**src/rtl/move_sequencer.sv**
```systemverilog
// Player move sequencer: turns direction keys into single, maze-checked moves
// on a (MAX_COORD+1)-square grid, with timeout, game-end halt and restart.
module move_sequencer #(
  parameter logic [4:0] START_X   = 5'd1,
  parameter logic [4:0] START_Y   = 5'd0,
  parameter logic [4:0] MAX_COORD = 5'd19,
  parameter logic [7:0] TIMEOUT   = 8'd15
) (
  input  logic       clock,
  input  logic       resetn,
  input  logic       ext_reset,
  input  logic       key_left,
  input  logic       key_right,
  input  logic       key_up,
  input  logic       key_down,
  input  logic       game_won,
  input  logic       game_over,
  input  logic       legal_done,
  input  logic       legal_ok,
  output logic       legal_req,
  output logic [4:0] chk_x,
  output logic [4:0] chk_y,
  output logic [4:0] pos_x,
  output logic [4:0] pos_y,
  output logic [4:0] prev_x,
  output logic [4:0] prev_y,
  output logic [7:0] move_count,
  output logic       move_done,
  output logic       move_rej,
  output logic       busy
);

  typedef enum logic [2:0] {
    S_IDLE, S_CALC, S_CHECK, S_COMMIT, S_REJECT, S_RELEASE, S_HALT
  } state_t;

  typedef enum logic [1:0] {D_LEFT, D_RIGHT, D_UP, D_DOWN} dir_t;

  state_t     state, state_next;
  dir_t       dir, key_dir;
  logic [7:0] tmo_cnt;
  logic [4:0] cand_x, cand_y;
  logic       cand_oob;
  logic       any_key, game_end;

  assign any_key  = key_left | key_right | key_up | key_down;
  assign game_end = game_won | game_over;

  // NOTE: every signal written here gets a default first, so no latch is inferred.
  always_comb begin
    key_dir = D_DOWN;
    if (key_left)       key_dir = D_LEFT;
    else if (key_right) key_dir = D_RIGHT;
    else if (key_up)    key_dir = D_UP;
  end

  // Row 0 is the top of the grid: up decrements y, down increments it.
  always_comb begin
    cand_x   = pos_x;
    cand_y   = pos_y;
    cand_oob = 1'b0;
    case (dir)
      D_LEFT: begin
        cand_oob = (pos_x == 5'd0);
        cand_x   = pos_x - 5'd1;
      end
      D_RIGHT: begin
        cand_oob = (pos_x >= MAX_COORD);
        cand_x   = pos_x + 5'd1;
      end
      D_UP: begin
        cand_oob = (pos_y == 5'd0);
        cand_y   = pos_y - 5'd1;
      end
      D_DOWN: begin
        cand_oob = (pos_y >= MAX_COORD);
        cand_y   = pos_y + 5'd1;
      end
    endcase
  end

  // NOTE: state registers use non-blocking assignments so every flop samples pre-edge values.
  always_ff @(posedge clock or negedge resetn) begin
    if (!resetn) state <= S_IDLE;
    else         state <= state_next;
  end

  // Restart beats everything; a game flag beats everything except a commit in flight.
  always_comb begin
    state_next = state;
    if (ext_reset) begin
      state_next = S_IDLE;
    end else if (game_end && state != S_COMMIT) begin
      state_next = S_HALT;
    end else begin
      case (state)
        S_IDLE:    if (any_key) state_next = S_CALC;
        S_CALC:    state_next = cand_oob ? S_REJECT : S_CHECK;
        S_CHECK: begin
          if (legal_done)                       state_next = legal_ok ? S_COMMIT : S_REJECT;
          else if (tmo_cnt >= TIMEOUT - 8'd1)   state_next = S_REJECT;
        end
        S_COMMIT:  state_next = game_end ? S_HALT : S_RELEASE;
        S_REJECT:  state_next = S_RELEASE;
        S_RELEASE: if (!any_key) state_next = S_IDLE;
        S_HALT:    state_next = S_HALT;
        default:   state_next = S_IDLE;
      endcase
    end
  end

  always_comb begin
    legal_req = (state == S_CHECK);
    move_done = (state == S_COMMIT);
    move_rej  = (state == S_REJECT);
    busy      = (state != S_IDLE) && (state != S_HALT);
  end

  // NOTE: only control/datapath registers are reset here; there is no memory array to clear.
  always_ff @(posedge clock or negedge resetn) begin
    if (!resetn) begin
      dir        <= D_LEFT;
      tmo_cnt    <= '0;
      chk_x      <= START_X;
      chk_y      <= START_Y;
      pos_x      <= START_X;
      pos_y      <= START_Y;
      prev_x     <= START_X;
      prev_y     <= START_Y;
      move_count <= '0;
    end else if (ext_reset) begin
      dir        <= D_LEFT;
      tmo_cnt    <= '0;
      chk_x      <= START_X;
      chk_y      <= START_Y;
      pos_x      <= START_X;
      pos_y      <= START_Y;
      prev_x     <= START_X;
      prev_y     <= START_Y;
      move_count <= '0;
    end else begin
      if (state == S_IDLE) dir <= key_dir;
      if (state == S_CALC) tmo_cnt <= '0;
      if (state == S_CALC && state_next == S_CHECK) begin
        chk_x <= cand_x;
        chk_y <= cand_y;
      end
      if (state == S_CHECK && tmo_cnt != 8'hff) tmo_cnt <= tmo_cnt + 8'd1;
      if (state == S_COMMIT) begin
        prev_x <= pos_x;
        prev_y <= pos_y;
        pos_x  <= chk_x;
        pos_y  <= chk_y;
        if (move_count != 8'hff) move_count <= move_count + 8'd1;
      end
    end
  end

endmodule

```
**config.mk**
```make
export PLATFORM = sky130hd
export DESIGN_NAME = move_sequencer
export DESIGN_NICKNAME = d
export VERILOG_FILES = /design/src/rtl/move_sequencer.sv
export SDC_FILE = /design/constraint.sdc
export NUM_CORES = 1
export LEC_CHECK = 0
export ABC_AREA = 1
export BUFFER_PORTS_ARGS = -buffer_cell sky130_fd_sc_hd__buf_2
export CAP_MARGIN = 25
export CORE_ASPECT_RATIO = 0.5
export CORE_MARGIN = 4
export CORE_UTILIZATION = 63
export CTS_BUF_LIST = sky130_fd_sc_hd__clkbuf_8
export DETAILED_ROUTE_END_ITERATION = 8
export GPL_TIMING_DRIVEN = 0
export PLACE_DENSITY = 0.93
export SLEW_MARGIN = 20
export SYNTH_ARGS = -nofsm -noshare
export SYNTH_HDL_FRONTEND = slang
export SYNTH_SLANG_ARGS = --single-unit
```
**constraint.sdc**
```tcl
create_clock -name clock -period 3.55 [get_ports clock]
set_clock_uncertainty 0.15 [all_clocks]
set_input_delay 0.71 -clock clock [delete_from_list [all_inputs] [get_ports clock]]
set_output_delay 0.71 -clock clock [all_outputs]
set_load 0.05 [all_outputs]
```
==> flow_summary.ini <==
[pwr]
switching_power_mw = 0.335
p_clk_share_pct = 33.3
power_density_nw_per_um2 = 335
p_int_mw = 0.850
p_sw_share_pct = 28.3
seqPwrFrac_pct = 50.8
peakVddDrop_v = 0.000211
pwr-share-comb_pct = 15.9
power_mw = 1.18
p_leak_nw = 1.85

[cells_and_area]
n_antenna_cell = 0
fin_nets = 489
multi_input_area_um2 = 1500
seq_area_um2 = 1280
utilization_pct = 77.8
most-common-layout-cells = 94 x nand2_1, 60 x inv_1, 54 x buf_2, 48 x nor2_1, 48 x dfrtp_1
instances_no_fill = 534
area_growth_pct = 15.1
drive_gt1_share_pct = 20.7
nFillCells = 322
final_common_cell = nand2_1

[drt]
wl_um = 7170
drtAntennaViolNets = 0
first_pass_iters = 4
route.detailed.drc = 0
wl_per_cell_um = 13.4
num_vias = 2865
viasPerCell = 5.37
drt_iter0_drc = 238

[floorplanning]
die_area_um2 = 6130
core_um2 = 4550
io_pins = 53
die_w_um = 107
start_util_pct = 67.6
fp-row-count = 17
die_h_um = 57.4

[placed_design]
io_buffer_count = 51
routabilityCongestion = 0.886
dp_cells = 526
hpwl_um = 5280

[sta]
fin_crit_ns = 2.33
tns_ns = 0
tightest_slew_ns = 0.583
fmax_mhz = 429
holdWs_ns = 0.202
slew_headroom_pct = 61.1
rsz0062_at_grt = false
finalCritPeriodShare_pct = 65.6
slew_viol_final = 0
hold_viol = 0
setup_viol = 0

[cts]
postCtsHoldBufs = 0
clock_latency_ns = 0.30
cts_root_buffer = clkbuf_8
cts_tree = yes
cts.clk_slew.worst_paths_ns = 0.09
htree_num_levels = 2
cts_inserted_buffers = 5
ctsResizeCount = 0
cts_max_path_buffers = 2
post_cts_buffers = 0
cts_sinks = 51

[critical_path]
critPathMaxFanout = 8
cpPeakStageDelay_ns = 0.36
critical_path_arrival_ns = 2.36
crit_path_end_kind = flip-flop
path_class = flip-flop to flip-flop
critPathTopFamily = simple AND/OR/NAND/NOR gates
crit_path_frequent_cell = nand2_1
critical_path_buf_inv_count = 4
crit_chain = buf_4 -> inv_1 -> nand2_1 -> inv_1 -> fa_1 -> inv_1 -> nand2_1 -> nand2_1 -> nand2_1 -> nand2_1 -> nand2_1 -> nand2_1 -> nand2_1 -> nand2_1 -> nor2_1 -> nor3_1 -> nor2_2
worstSetupStartpointType = flip-flop
slowest_stage = fa_1
required_ns = 3.59

[global_route]
grt_use_met1_pct = 33.8
use_met3_pct = 5.65
grt_pass1_wl_um = 12200
antenna_found_initial = 0
use_met2_pct = 40.3
grt_pass1_vias = 2674
groute.usage.overall_pct = 24.9
overflow = 0
grt.busiest_layer = met2
grt_max_degree = 32

[synth]
syn_nets = 430
syn_area_um2 = 3080
synth_flop_cell = dfrtp_1
syn_inst = 408
ys_seq_area_share_pct = 41.6
async_flop_share_pct = 100
yosysWarnings = 0
syn_area_per_cell_um2 = 7.54
synth-seq-cells = 51
synth_edf_count = 0
yosysUniqueCellTypes = 37

[worst_hold_path]
hold_class = input port to asynchronous set/reset pin

[outcome]
outcome = finished clean

[run]
drv_cap = 0
## layout make-up
type	instances	share of cell area, %
Sequential cell	51	36.1
Clock inverter	3	1.06
Multi-Input combinational cell	282	42.4
Buffer	12	1.70
Inverter	63	6.68
Timing Repair Buffer	52	7.77
Tap cell	66	2.33
Clock buffer	5	1.94
## per-stage QoR
step                      instance area, um2  setup slack [ns]
after floorplan                         3080              1.23
after global placement                  3410              1.14
after detailed placement                3430              1.02
after CTS                               3540              1.22
after global routing                    3540             0.955
final                                   3540              1.22
## flip-flops by register name (all words and copies together) (netlist names), 3 cells and up
| register | count |
|---|---|
| move_count | 8 |
| tmo_cnt | 8 |
| chk_x | 5 |
| chk_y | 5 |
| pos_x | 5 |
| pos_y | 5 |
| prev_x | 5 |
| prev_y | 5 |
| state | 3 |
## cell usage after synthesis (2+ instances only)
| master | instances | area, um2 |
|---|---|---|
| inv_1 | 58 | 218 |
| o31ai_1 | 4 | 30.0 |
| o22ai_1 | 8 | 50.1 |
| inv_2 | 4 | 15.0 |
| ha_1 | 9 | 113 |
| clkbuf_1 | 7 | 26.3 |
| nor2_1 | 48 | 180 |
| nand3_1 | 18 | 90.1 |
| mux2_2 | 6 | 67.6 |
| o21ai_0 | 22 | 110 |
| dfstp_2 | 3 | 78.8 |
| xor2_1 | 5 | 43.8 |
| or2_2 | 2 | 12.5 |
| nand4_1 | 3 | 18.8 |
| nand2_1 | 94 | 353 |
| fa_1 | 2 | 40.0 |
| o221ai_1 | 2 | 17.5 |
| a211oi_1 | 4 | 30.0 |
| nor3_1 | 10 | 50.1 |
| dfrtp_1 | 48 | 1200 |
| a21oi_1 | 16 | 80.1 |
| buf_2 | 3 | 15.0 |
| o21ai_1 | 5 | 25.0 |
| nand2_2 | 4 | 25.0 |
| nor2_2 | 10 | 62.6 |
| nand3_2 | 2 | 20.0 |
## worst paths after layout
check | start | endpoint | slack [ns] | cells past startpoint
max in group asynchronous | resetn | prev_x[0] | 2.45 | 2
worst max register to register | dir[1] | chk_x[4] | 1.22 | 17
worst max-delay path | dir[1] | chk_x[4] | 1.22 | 17
worst min register to register | prev_x[1] | prev_x[1] | 0.36 | 1
min in group clock | prev_x[1] | prev_x[1] | 0.36 | 1
worst min-delay path | resetn | prev_x[2] | 0.20 | 1
## layer usage
| metal | vias up | routed length (um) |
|---|---|---|
| li1 | 1433 | - |
| met1 | 1324 | 3220 |
| met2 | 94 | 3400 |
| met3 | 14 | 431 |
| met4 | 0 | 117 |
| met5 | - | 0 |
## cells by family after synthesis
family          share of synthesized area [%]
simple gates                             28.0
buf+inv                                  9.64
compound gates                           11.9
flops                                    41.6
fa+ha+maj                                4.96
xor+xnor                                 1.71
mux                                      2.20
## power by group through the flow
stage / clock, mW / combinational, mW / sequential (mW)
2_1_floorplan: 0 / 0.113 / 0.631
3_3_place_gp: 0 / 0.179 / 0.613
3_5_place_dp: 0 / 0.188 / 0.613
4_1_cts: 0.398 / 0.189 / 0.601
5_1_grt: 0.427 / 0.211 / 0.604
6_report: 0.394 / 0.189 / 0.602
No activity file was read; power rests on OpenSTA's default activity.
